File: config.mk
export PLATFORM = sky130hd
export DESIGN_NAME = softmax_stream_param
export DESIGN_NICKNAME = d
export VERILOG_FILES = /design/src/rtl/softmax_stream_param.sv
export SDC_FILE = /design/constraint.sdc
export NUM_CORES = 1
export LEC_CHECK = 0
export CAP_MARGIN = 20
export CORE_MARGIN = 2
export CORE_UTILIZATION = 35
export DETAILED_ROUTE_END_ITERATION = 10
export PLACE_DENSITY = 0.49
export REMOVE_ABC_BUFFERS = 1
export SLEW_MARGIN = 20
export SYNTH_ARGS = -nofsm -noshare
export SYNTH_HDL_FRONTEND = slang
export SYNTH_SLANG_ARGS = --single-unit
File: constraint.sdc
create_clock -name clk -period 6.42 [get_ports clk]
set_input_delay 0.963 -clock clk [delete_from_list [all_inputs] [get_ports clk]]
set_output_delay 0.963 -clock clk [all_outputs]
set_load 0.1 [all_outputs]
File: src/rtl/softmax_stream_param.sv
// softmax_stream_param
// Frame-based base-2 softmax over a runtime-selectable number of classes.
// Scores are collected into a small buffer while the running maximum is
// tracked. Each score is then turned into 2^(score-max) through a fractional
// LUT plus a shift, and the exponentials are summed. Each class is finally
// normalised by a bit-serial restoring divider and streamed out in input order.

module softmax_stream_param #(
  parameter int IN_W   = 20,
  parameter int FRAC_W = 4,
  parameter int N_MAX  = 16,
  parameter int E_W    = 12,
  parameter int OUT_W  = 11
) (
  input  logic                       clk,
  input  logic                       rst,
  input  logic                       dv_in,
  input  logic signed [IN_W-1:0]     sofin,
  input  logic [$clog2(N_MAX+1)-1:0] cfg_n,
  output logic                       in_ready,
  output logic                       dv_out,
  output logic [OUT_W-1:0]           sofout,
  output logic [$clog2(N_MAX)-1:0]   out_idx,
  output logic                       out_last,
  output logic                       err_drop
);

  localparam int CFG_W = $clog2(N_MAX + 1);
  localparam int IDX_W = $clog2(N_MAX);
  localparam int S_W   = E_W + 1 + $clog2(N_MAX);
  localparam int REM_W = S_W + 1;
  localparam int Q_W   = OUT_W + 1;
  localparam int DC_W  = $clog2(OUT_W + 1);
  localparam int SH_W  = $clog2(E_W + 1);

  typedef enum logic [1:0] {
    S_LOAD = 2'd0,
    S_EXP  = 2'd1,
    S_DIV  = 2'd2,
    S_OUT  = 2'd3
  } state_e;

  // round(2^12 * 2^(-f/16)); the table is tabulated for FRAC_W=4, E_W=12
  function automatic logic [E_W:0] exp_lut(input logic [FRAC_W-1:0] f);
    logic [E_W:0] v;
    case (f)
      4'd0:    v = 13'd4096;
      4'd1:    v = 13'd3922;
      4'd2:    v = 13'd3756;
      4'd3:    v = 13'd3597;
      4'd4:    v = 13'd3444;
      4'd5:    v = 13'd3298;
      4'd6:    v = 13'd3158;
      4'd7:    v = 13'd3025;
      4'd8:    v = 13'd2896;
      4'd9:    v = 13'd2774;
      4'd10:   v = 13'd2656;
      4'd11:   v = 13'd2543;
      4'd12:   v = 13'd2435;
      4'd13:   v = 13'd2332;
      4'd14:   v = 13'd2233;
      4'd15:   v = 13'd2139;
      default: v = 13'd4096;
    endcase
    return v;
  endfunction

  // Out-of-range class counts fall back to the full buffer depth
  function automatic logic [CFG_W-1:0] legal_n(input logic [CFG_W-1:0] c);
    logic [CFG_W-1:0] r;
    if ((c < CFG_W'(2)) || (c > CFG_W'(N_MAX))) begin
      r = CFG_W'(N_MAX);
    end else begin
      r = c;
    end
    return r;
  endfunction

  // State and datapath registers
  state_e                  state_q,    state_d;
  logic [CFG_W-1:0]        idx_q,      idx_d;
  logic [CFG_W-1:0]        n_q,        n_d;
  logic signed [IN_W-1:0]  max_q,      max_d;
  logic [S_W-1:0]          sum_q,      sum_d;
  logic [IN_W-1:0]         diff_q,     diff_d;
  logic [REM_W-1:0]        rem_q,      rem_d;
  logic [Q_W-1:0]          quo_q,      quo_d;
  logic [DC_W-1:0]         div_cnt_q,  div_cnt_d;
  logic                    in_ready_q, in_ready_d;
  logic                    dv_out_q,   dv_out_d;
  logic [OUT_W-1:0]        sofout_q,   sofout_d;
  logic [IDX_W-1:0]        out_idx_q,  out_idx_d;
  logic                    out_last_q, out_last_d;
  logic                    err_drop_q, err_drop_d;

  // Score / exponential buffer
  logic signed [IN_W-1:0]  buf_mem_q [N_MAX];
  logic                    buf_we_s;
  logic [IDX_W-1:0]        buf_waddr_s;
  logic signed [IN_W-1:0]  buf_wdata_s;
  logic [IDX_W-1:0]        rd_addr_s;
  logic signed [IN_W-1:0]  rd_data_s;

  // Combinational helpers
  logic                    accept_s;
  logic [CFG_W-1:0]        n_first_s;
  logic [CFG_W-1:0]        n_eff_s;
  logic                    last_s;
  logic [IN_W-1:0]         k_s;
  logic [FRAC_W-1:0]       f_s;
  logic [E_W:0]            lut_s;
  logic [E_W:0]            exp_s;
  logic                    ge_s;
  logic [REM_W-1:0]        rem_sub_s;

  assign accept_s  = dv_in & in_ready_q;
  assign n_first_s = legal_n(cfg_n);
  assign last_s    = (idx_q == (n_q - CFG_W'(1)));
  assign k_s       = diff_q >> FRAC_W;
  assign f_s       = diff_q[FRAC_W-1:0];
  assign lut_s     = exp_lut(f_s);
  assign ge_s      = (rem_q >= REM_W'(sum_q));
  assign rd_data_s = buf_mem_q[rd_addr_s];

  // Class count in force for the sample being accepted (first sample latches cfg_n)
  always_comb begin
    if (idx_q == '0) begin
      n_eff_s = n_first_s;
    end else begin
      n_eff_s = n_q;
    end
  end

  // Exponential of a registered distance-from-max: LUT on the fraction, shift by the integer part
  always_comb begin
    if (k_s > IN_W'(E_W)) begin
      exp_s = '0;
    end else begin
      exp_s = lut_s >> k_s[SH_W-1:0];
    end
  end

  // One restoring-division step: subtract the sum when it fits
  always_comb begin
    if (ge_s) begin
      rem_sub_s = rem_q - REM_W'(sum_q);
    end else begin
      rem_sub_s = rem_q;
    end
  end

  // Buffer read address: the class being processed, slot 0 when entering division, next class after an output
  always_comb begin
    rd_addr_s = idx_q[IDX_W-1:0];
    case (state_q)
      S_EXP: begin
        if (idx_q == n_q) begin
          rd_addr_s = '0;
        end else begin
          rd_addr_s = idx_q[IDX_W-1:0];
        end
      end
      S_OUT:   rd_addr_s = IDX_W'(idx_q + CFG_W'(1));
      default: rd_addr_s = idx_q[IDX_W-1:0];
    endcase
  end

  // Next-state and datapath control for LOAD -> EXP -> (DIV -> OUT)* -> LOAD
  always_comb begin
    state_d     = state_q;
    idx_d       = idx_q;
    n_d         = n_q;
    max_d       = max_q;
    sum_d       = sum_q;
    diff_d      = diff_q;
    rem_d       = rem_q;
    quo_d       = quo_q;
    div_cnt_d   = div_cnt_q;
    in_ready_d  = in_ready_q;
    dv_out_d    = 1'b0;
    sofout_d    = sofout_q;
    out_idx_d   = out_idx_q;
    out_last_d  = out_last_q;
    err_drop_d  = err_drop_q | (dv_in & ~in_ready_q);
    buf_we_s    = 1'b0;
    buf_waddr_s = idx_q[IDX_W-1:0];
    buf_wdata_s = sofin;

    case (state_q)
      S_LOAD: begin
        if (accept_s) begin
          buf_we_s = 1'b1;
          if (idx_q == '0) begin
            max_d = sofin;
            n_d   = n_first_s;
          end else if (sofin > max_q) begin
            max_d = sofin;
          end else begin
            max_d = max_q;
          end
          if (idx_q == (n_eff_s - CFG_W'(1))) begin
            state_d    = S_EXP;
            idx_d      = '0;
            in_ready_d = 1'b0;
          end else begin
            idx_d = idx_q + CFG_W'(1);
          end
        end else begin
          idx_d = idx_q;
        end
      end

      // Two-stage pipeline: distance is registered for class idx while the
      // exponential of class idx-1 is written back and accumulated.
      S_EXP: begin
        if (idx_q < n_q) begin
          diff_d = max_q - rd_data_s;
        end else begin
          diff_d = diff_q;
        end
        if (idx_q != '0) begin
          buf_we_s    = 1'b1;
          buf_waddr_s = IDX_W'(idx_q - CFG_W'(1));
          buf_wdata_s = IN_W'(exp_s);
          sum_d       = sum_q + S_W'(exp_s);
        end else begin
          sum_d = sum_q;
        end
        if (idx_q == n_q) begin
          state_d   = S_DIV;
          idx_d     = '0;
          rem_d     = REM_W'(rd_data_s[E_W:0]);
          quo_d     = '0;
          div_cnt_d = '0;
        end else begin
          idx_d = idx_q + CFG_W'(1);
        end
      end

      // OUT_W+1 quotient bits, MSB first; the first bit has weight 2^OUT_W
      S_DIV: begin
        quo_d     = {quo_q[Q_W-2:0], ge_s};
        rem_d     = REM_W'({rem_sub_s, 1'b0});
        div_cnt_d = div_cnt_q + DC_W'(1);
        if (div_cnt_q == DC_W'(OUT_W)) begin
          state_d = S_OUT;
        end else begin
          state_d = S_DIV;
        end
      end

      S_OUT: begin
        dv_out_d   = 1'b1;
        out_idx_d  = idx_q[IDX_W-1:0];
        out_last_d = last_s;
        if (quo_q[Q_W-1]) begin
          sofout_d = {OUT_W{1'b1}};
        end else begin
          sofout_d = quo_q[OUT_W-1:0];
        end
        if (last_s) begin
          state_d    = S_LOAD;
          in_ready_d = 1'b1;
          idx_d      = '0;
          max_d      = '0;
          sum_d      = '0;
        end else begin
          state_d   = S_DIV;
          idx_d     = idx_q + CFG_W'(1);
          rem_d     = REM_W'(rd_data_s[E_W:0]);
          quo_d     = '0;
          div_cnt_d = '0;
        end
      end

      default: begin
        state_d    = S_LOAD;
        in_ready_d = 1'b1;
        idx_d      = '0;
      end
    endcase
  end

  // Control and datapath register update with synchronous reset
  always_ff @(posedge clk) begin
    if (rst) begin
      state_q    <= S_LOAD;
      idx_q      <= '0;
      n_q        <= CFG_W'(N_MAX);
      max_q      <= '0;
      sum_q      <= '0;
      diff_q     <= '0;
      rem_q      <= '0;
      quo_q      <= '0;
      div_cnt_q  <= '0;
      in_ready_q <= 1'b1;
      dv_out_q   <= 1'b0;
      sofout_q   <= '0;
      out_idx_q  <= '0;
      out_last_q <= 1'b0;
      err_drop_q <= 1'b0;
    end else begin
      state_q    <= state_d;
      idx_q      <= idx_d;
      n_q        <= n_d;
      max_q      <= max_d;
      sum_q      <= sum_d;
      diff_q     <= diff_d;
      rem_q      <= rem_d;
      quo_q      <= quo_d;
      div_cnt_q  <= div_cnt_d;
      in_ready_q <= in_ready_d;
      dv_out_q   <= dv_out_d;
      sofout_q   <= sofout_d;
      out_idx_q  <= out_idx_d;
      out_last_q <= out_last_d;
      err_drop_q <= err_drop_d;
    end
  end

  // Buffer write port; contents need no reset since every frame overwrites what it reads
  always_ff @(posedge clk) begin
    if (buf_we_s) begin
      buf_mem_q[buf_waddr_s] <= buf_wdata_s;
    end
  end

  assign in_ready = in_ready_q;
  assign dv_out   = dv_out_q;
  assign sofout   = sofout_q;
  assign out_idx  = out_idx_q;
  assign out_last = out_last_q;
  assign err_drop = err_drop_q;

endmodule

==> results of run 1 <==
## final cells by class
type,count,area (um^2)
flip-flops and latches,455,12300
repair buffers,105,926
multi-input cells,1679,9820
clock buffers,63,1410
inverters,92,358
well taps,855,1070
clock inverters,33,390
fillers,6377,38400
## synthesized netlist by cell type (7+ instances only)
| cell type | n | area, um^2 |
|---|---|---|
| sky130_fd_sc_hd__o211ai_1 | 29 | 218 |
| sky130_fd_sc_hd__and2_1 | 17 | 106 |
| sky130_fd_sc_hd__o31ai_1 | 7 | 52.6 |
| sky130_fd_sc_hd__a21oi_1 | 134 | 671 |
| sky130_fd_sc_hd__inv_1 | 90 | 338 |
| sky130_fd_sc_hd__xor2_1 | 14 | 123 |
| sky130_fd_sc_hd__nor2_1 | 170 | 638 |
| sky130_fd_sc_hd__nand3_1 | 202 | 1010 |
| sky130_fd_sc_hd__and3_1 | 13 | 81.3 |
| sky130_fd_sc_hd__o22ai_1 | 14 | 87.6 |
| sky130_fd_sc_hd__mux2_2 | 12 | 135 |
| sky130_fd_sc_hd__ha_1 | 90 | 1130 |
| sky130_fd_sc_hd__nand2b_1 | 11 | 68.8 |
| sky130_fd_sc_hd__a21o_1 | 28 | 210 |
| sky130_fd_sc_hd__buf_2 | 13 | 65.1 |
| sky130_fd_sc_hd__nand2_1 | 467 | 1750 |
| sky130_fd_sc_hd__nor2b_1 | 14 | 87.6 |
| sky130_fd_sc_hd__buf_1 | 31 | 116 |
| sky130_fd_sc_hd__a31oi_1 | 17 | 106 |
| sky130_fd_sc_hd__nand3b_1 | 23 | 173 |
| sky130_fd_sc_hd__a311oi_1 | 9 | 78.8 |
| sky130_fd_sc_hd__clkbuf_1 | 98 | 368 |
| sky130_fd_sc_hd__xnor2_1 | 30 | 263 |
| sky130_fd_sc_hd__nor4_1 | 10 | 62.6 |
| sky130_fd_sc_hd__o21ai_0 | 107 | 536 |
| sky130_fd_sc_hd__edfxtp_1 | 320 | 9610 |
| sky130_fd_sc_hd__a21boi_0 | 10 | 75.1 |
| sky130_fd_sc_hd__or3_1 | 9 | 56.3 |
| sky130_fd_sc_hd__mux2i_1 | 28 | 280 |
| sky130_fd_sc_hd__a211oi_1 | 28 | 210 |
| sky130_fd_sc_hd__dfxtp_1 | 135 | 2700 |
| sky130_fd_sc_hd__nor3_1 | 33 | 165 |
| sky130_fd_sc_hd__a22oi_1 | 21 | 158 |
| sky130_fd_sc_hd__o21a_1 | 7 | 52.6 |
| sky130_fd_sc_hd__nand4_1 | 15 | 93.8 |
## registers in the layout, indices dropped and copies added, names as in the netlist
register   flops
buf_mem_q    320
div_cnt_q      4
in_ready       1
sofout        11
rem_q         18
state_q        2
n_q            5
out_last       1
lut_s         13
dv_out         1
max_q         20
sum_q         17
quo_q         12
err_drop       1
diff_q        20
out_idx        4
idx_q          5
## metrics by stage
stage / setup WS (ns) / instance area, um^2 / hold WS, ns / total power, mW / cells
3_5_place_dp: 0.673 / 24500 / 0.442 / 8.41 / 3186
6_report: 0.621 / 26300 / 0.447 / 11.5 / 3282
4_1_cts: 0.625 / 26300 / 0.449 / 11.6 / 3282
3_3_place_gp: 0.739 / 24500 / 0.434 / 8.37 / 3186
5_1_grt: 0.203 / 26300 / 0.464 / 12.2 / 3282
2_1_floorplan: -0.969 / 22400 / 0.421 / 6.96 / 2226
## worst max-delay path, cell delays in order (launching register included)
cell and delay (ns):
sky130_fd_sc_hd__dfxtp_1 0.75, sky130_fd_sc_hd__mux2_2 0.30, sky130_fd_sc_hd__nor2_1 0.04, sky130_fd_sc_hd__a21oi_1 0.18, sky130_fd_sc_hd__nor2b_1 0.15, sky130_fd_sc_hd__a31oi_1 0.07
sky130_fd_sc_hd__a211oi_1 0.74, sky130_fd_sc_hd__ha_1 0.31, sky130_fd_sc_hd__inv_1 0.06, sky130_fd_sc_hd__fa_1 0.38, sky130_fd_sc_hd__nor2b_1 0.18, sky130_fd_sc_hd__o21ai_0 0.12
sky130_fd_sc_hd__a21boi_0 0.26, sky130_fd_sc_hd__o21ai_0 0.16, sky130_fd_sc_hd__a21boi_0 0.27, sky130_fd_sc_hd__o21ai_0 0.16, sky130_fd_sc_hd__a21boi_0 0.28, sky130_fd_sc_hd__o21a_1 0.16
sky130_fd_sc_hd__o21ai_0 0.20, sky130_fd_sc_hd__a2111oi_0 0.63, sky130_fd_sc_hd__xnor2_1 0.19, sky130_fd_sc_hd__nor2_1 0.05
## cell families after synthesis
| logic type | after synthesis | synth area share (%) |
|---|---|---|
| AOI/OAI and AO/OA | 482 | 13.5 |
| xor gates and xnor gates | 46 | 1.82 |
| adders and majority gates | 99 | 5.44 |
| buffers and inverters | 239 | 4.14 |
| DFF | 455 | 53.5 |
| muxes | 42 | 1.95 |
| and+or+nand+nor | 1010 | 19.6 |
## power groups by stage
stage	Combinational, mW	Sequential [mW]	Clock (mW)
3_5_place_dp	4.71	3.70	0
6_report	4.72	3.64	3.11
3_3_place_gp	4.67	3.70	0
4_1_cts	4.74	3.64	3.18
2_1_floorplan	3.26	3.70	0
5_1_grt	5.27	3.67	3.28
## final timing paths
path	start	end	slack [ns]
worst max-delay path	diff_q[5]$_SDFFE_PP0P_	sum_q[16]$_SDFFE_PP0P_	0.62
worst min-delay path	quo_q[11]$_SDFFE_PP0P_	quo_q[11]$_SDFFE_PP0P_	0.45
worst max register to register	diff_q[5]$_SDFFE_PP0P_	sum_q[16]$_SDFFE_PP0P_	0.62
worst min register to register	quo_q[11]$_SDFFE_PP0P_	quo_q[11]$_SDFFE_PP0P_	0.45
## routing by layer
metal	wire length [um]	global-route usage [%]	part of all wire [%]
met5	22	0	0.032
met3	3570	2.90	5.2
met2	31600	32.5	46
met1	32000	28.5	46
met4	1900	6.11	2.8
==> out/metrics.csv, run 1 <==
metric,value,unit
worst r2r path cells,21,
final estimated routing congestion in global placement,0.864,
synthesis-stage register bit count,455,
Clock Sinks,455,
sequential area share after synthesis,53.5,%
"EDFF count, synth",320,
Post-CTS Repair Setup Buffers,0,
internal power contribution,6.99,mW
cell depth of the worst hold path,2,
total die area,67800,um^2
relative contribution of combinational cells to total power,41.2,%
mean instance size in the synthesized netlist,9.69,um^2
Sum Neg Setup Slack,0,ns
HPWL Detailed,44500,um
H-tree depth reported by CTS,2,
share of final-layout standard cells stronger than drive strength 1,8.49,%
count of unique library cells instantiated by Yosys,89,
portion of the clock cycle consumed by the worst path in the final layout,90.3,%
"leading cell type in the layout, fill and taps excluded",sky130_fd_sc_hd__nand2_1,
antenna violations before repair,2,
worst-case clock buffer depth,3,
vias in the first global route,17151,
count of input and output buffers,46,
switching part of the total,39.1,%
actual transition at the worst max-transition pin,1.03,ns
Max Transition Viols Final,0,
proportion of synthesized flip-flops having asynchronous set or reset,0,%
WL/cell,21.0,um
worst endpoint data arrival time,6.26,ns
pin count of the biggest net entering global routing,68,
number of violations reported at the end of detailed-routing iteration 0,1453,
P&R area growth vs syn,14.3,%
fraction of the core area covered by cells at the end of the flow,40.6,%
DRC errors left,0,
share of total power in the clock network,27.1,%
Inserted Diodes,0,
vias,17753,
Root Driver,sky130_fd_sc_hd__clkbuf_16,
crit path max fanout,16,
Hold Path Class,reg -> reg,
clock input transition at the sequential cells of the worst setup and hold paths,0.06,ns
synthesized instance count,2373,
Peak VDD IR,235,uV
number of endpoints failing setup at the final stage,0,
time the final worst path needs with I/O delays and setup,5.80,ns
Total Wirelength,69100,um
standby leakage power,9.57,nW
Pre-Repair DR Iteration Count,5,
Synthesis Warnings,0,
post-synthesis cell area,23000,um^2
CP required,6.88,ns
number of clock buffers inserted by TritonCTS,51,
Worst Setup Start Kind,flop,
antenna violation net count after detailed routing,0,
die extent in x,260,um
proportion of power drawn by flip-flops and latches,31.7,%
top-level port count,47,
leftover overflow at the end of global routing,0,
net switching power,4.49,mW
maximum operating frequency,172,MHz
Crit. End Element,flop,
start-to-end type of the worst setup path,reg -> reg,
via density per instance,5.41,
count of max-cap constraint violations,0,
Pwr per Cell Area,437,nW/um^2
most used cells in the layout excluding fill and tap cells,"sky130_fd_sc_hd__nand2_1, sky130_fd_sc_hd__edfxtp_1, sky130_fd_sc_hd__nand3_1, sky130_fd_sc_hd__nor2_1, sky130_fd_sc_hd__dfxtp_1",
Skew-Pair Late Insertion Delay,0.61,ns
CTS tree,done,
floorplan die height,260,um
# resized after CTS,0,
final hold vios,0,
outcome,completed,
Core Area,64700,um^2
global-route wire length before repair,105000,um
total track usage,20.3,%
floorplan row count,93,
clk_skew,0.0292,ns
cts-stage hold buffer count,0,
setup repair after global routing missed its margin,false,
max_slew headroom,31.2,%
prevailing post-synth register cell,sky130_fd_sc_hd__edfxtp_1,
initial core utilization,35.5,%
fin nets,2505,
No activity file was read; power rests on OpenSTA's default activity.
==> run 2, diff against run 1 <==
Settings changed: CORE_MARGIN 2 to 5, CORE_UTILIZATION 35 to 60, PLACE_DENSITY 0.49 to 0.76.
==> out/metrics.csv, run 2 (synthesis gave the netlist of run 1 again) <==
metric,value,unit,change
P&R area growth vs syn,10.9,%,was 14.3%
crit path max fanout,52,,was 16
time the final worst path needs with I/O delays and setup,5.65,ns,was 5.80 ns
vias,18156,,was 17753
Pre-Repair DR Iteration Count,7,,was 5
CTS tree,done,,unchanged
clk_skew,0.0132,ns,was 0.0292 ns
fraction of the core area covered by cells at the end of the flow,67.6,%,was 40.6%
share of final-layout standard cells stronger than drive strength 1,7.92,%,was 8.49%
"leading cell type in the layout, fill and taps excluded",sky130_fd_sc_hd__nand2_1,,unchanged
fin nets,2496,,was 2505
dominant delay contributor by cell family on the critical path,compound AO/OA/AOI/OAI gates,,unchanged
Crit. End Element,flop,,unchanged
count of input and output buffers,46,,unchanged
Clock Sinks,455,,unchanged
HPWL Detailed,40000,um,was 44500 um
final hold slack,0.450,ns,was 0.447 ns
max_slew headroom,34.5,%,was 31.2%
largest registers ranked by flip-flop count,"buf_mem_q x320, diff_q x20, max_q x20",,unchanged
number of violations reported at the end of detailed-routing iteration 0,1905,,was 1453
start-to-end type of the worst setup path,reg -> reg,,unchanged
count of max-cap constraint violations,0,,unchanged
H-tree depth reported by CTS,2,,unchanged
cts-stage hold buffer count,0,,unchanged
antenna violation net count after detailed routing,0,,unchanged
floorplan die height,206,um,was 260 um
Post-CTS Repair Setup Buffers,0,,unchanged
total track usage,29.3,%,was 20.3%
Reg2Reg Setup Slack,0.77,ns,was 0.62 ns
pin count of the biggest net entering global routing,64,,was 68
Max Transition Viols Final,0,,unchanged
Hold Path Class,reg -> reg,,unchanged
setup repair after global routing missed its margin,false,,unchanged
DRC errors left,0,,unchanged
initial core utilization,60.9,%,was 35.5%
outcome,completed,,unchanged
sum of buffers and inverters on the critical path,2,,was 1
final hold vios,0,,unchanged
most used cells in the layout excluding fill and tap cells,"sky130_fd_sc_hd__nand2_1, sky130_fd_sc_hd__edfxtp_1, sky130_fd_sc_hd__nand3_1, sky130_fd_sc_hd__nor2_1, sky130_fd_sc_hd__dfxtp_1",,unchanged
Top reg by flops,buf_mem_q,,unchanged
number of endpoints failing setup at the final stage,0,,unchanged
global-route wire length before repair,96900,um,was 105000 um
worst endpoint data arrival time,6.13,ns,was 6.26 ns
Total Wirelength,62400,um,was 69100 um
die extent in x,206,um,was 260 um
Worst path max stage delay,0.63,ns,was 0.75 ns
max reg flops,320,,unchanged
standby leakage power,9.40,nW,was 9.57 nW
antenna violations before repair,2,,unchanged
vias in the first global route,17422,,was 17151
CP required,6.90,ns,was 6.88 ns
maximum operating frequency,177,MHz,was 172 MHz
Pwr per Cell Area,431,nW/um^2,was 437 nW/um^2
top-level port count,47,,unchanged
worst-case clock buffer depth,3,,unchanged
floorplan row count,71,,was 93
Sum Neg Setup Slack,0,ns,unchanged
leftover overflow at the end of global routing,0,,unchanged
"slowest stage cell, crit path",sky130_fd_sc_hd__and2_4,,was sky130_fd_sc_hd__dfxtp_1
actual transition at the worst max-transition pin,0.979,ns,was 1.03 ns
Peak VDD IR,271,uV,was 235 uV
clock input transition at the sequential cells of the worst setup and hold paths,0.06,ns,about the same
via density per instance,6.21,,was 5.41
Core Area,37800,um^2,was 64700 um^2
number of clock buffers inserted by TritonCTS,46,,was 51
total of fill cells in the finished design,2875,,was 6377
cells along the critical path,inv_1 > ha_1 > nand4_1 > o211ai_2 > and2_4 > buf_12 > nand2_1 > nand3_1 > nand2_1 > o211ai_1 > o21ai_0 > ha_1 > a21o_1 > a21o_1 > a21oi_1 > o21ai_0 > a21oi_2 > o21ai_1 > a221oi_1 > xnor2_1 > a22o_1,,was mux2_2 > nor2_1 > a21oi_1 > nor2b_1 > a31oi_1 > a211oi_1 > ha_1 > inv_1 > fa_1 > nor2b_1 > o21ai_0 > a21boi_0 > o21ai_0 > a21boi_0 > o21ai_0 > a21boi_0 > o21a_1 > o21ai_0 > a2111oi_0 > xnor2_1 > nor2_1
final estimated routing congestion in global placement,0.896,,was 0.864
total die area,42300,um^2,was 67800 um^2
Root Driver,sky130_fd_sc_hd__clkbuf_16,,unchanged
WL/cell,21.3,um,was 21.0 um
# resized after CTS,0,,unchanged
Worst Setup Start Kind,flop,,unchanged
Skew-Pair Late Insertion Delay,0.59,ns,was 0.61 ns
Total Power Consumption,11.0,mW,was 11.5 mW
portion of the clock cycle consumed by the worst path in the final layout,88.0,%,was 90.3%
## run 2: changes by cell type in the layout (fill, tap and decap cells not counted), sizes merged
cell	change
clkbuf	-10
clkinvlp	+1
buf	-4
bufinv	-4
clkinv	-1
diode	+1
inv	+2
## run 2: through the flow
| step | std cells | worst slack, ns | area (um^2) |
|---|---|---|---|
| CTS | 2922 | 0.884 | 25500 |
| global placement | 2838 | 1.10 | 24000 |
| floorplan | 2226 | -0.969 | 22400 |
| global route | 2922 | 0.351 | 25500 |
| finish | 2923 | 0.773 | 25500 |
| detailed placement | 2838 | 0.913 | 24000 |
## run 2: final timing paths
check | start | end | depth (start not counted)
setup / recovery | n_q[3]$_SDFFE_PP0P_ | diff_q[16]$_SDFFE_PP0P_ | 21
hold / removal | quo_q[11]$_SDFFE_PP0P_ | quo_q[11]$_SDFFE_PP0P_ | 2
setup reg to reg | n_q[3]$_SDFFE_PP0P_ | diff_q[16]$_SDFFE_PP0P_ | 21
hold reg to reg | quo_q[11]$_SDFFE_PP0P_ | quo_q[11]$_SDFFE_PP0P_ | 2
## run 2: final cells by class
type,count,area [um^2],share of cell area [%]
Antenna cell,1,2.50,0.00981
Clock buffer,53,1200,4.69
Clock inverter,31,278,1.09
Inverter,92,358,1.40
Multi-Input combinational cell,1679,9820,38.5
Sequential cell,455,12300,48.3
Tap cell,511,639,2.51
Timing Repair Buffer,101,896,3.51
## run 2: routing by layer
metal  part of all wire, %  routed length (um)  global-route usage [%]
met4                   4.6                2870                    13.4
met3                   8.5                5330                    4.14
met2                    46               28900                    46.8
met1                    40               25200                    40.1
met5                     0                   0                       0
## run 2: worst register-to-register path: stages (launching register included)
cell and delay (ns):
sky130_fd_sc_hd__dfxtp_1 0.46, sky130_fd_sc_hd__inv_1 0.11, sky130_fd_sc_hd__ha_1 0.32, sky130_fd_sc_hd__nand4_1 0.42, sky130_fd_sc_hd__o211ai_2 0.48, sky130_fd_sc_hd__and2_4 0.63
sky130_fd_sc_hd__buf_12 0.35, sky130_fd_sc_hd__nand2_1 0.11, sky130_fd_sc_hd__nand3_1 0.09, sky130_fd_sc_hd__nand2_1 0.06, sky130_fd_sc_hd__o211ai_1 0.16, sky130_fd_sc_hd__o21ai_0 0.20
sky130_fd_sc_hd__ha_1 0.44, sky130_fd_sc_hd__a21o_1 0.22, sky130_fd_sc_hd__a21o_1 0.20, sky130_fd_sc_hd__a21oi_1 0.14, sky130_fd_sc_hd__o21ai_0 0.12, sky130_fd_sc_hd__a21oi_2 0.21
sky130_fd_sc_hd__o21ai_1 0.17, sky130_fd_sc_hd__a221oi_1 0.36, sky130_fd_sc_hd__xnor2_1 0.10, sky130_fd_sc_hd__a22o_1 0.19
## run 2: power breakdown
part           switching, mW  total, mW  internal (mW)
clock                   1.18       2.66           1.47
combinational           3.02       4.69           1.67
sequential             0.174       3.65           3.48
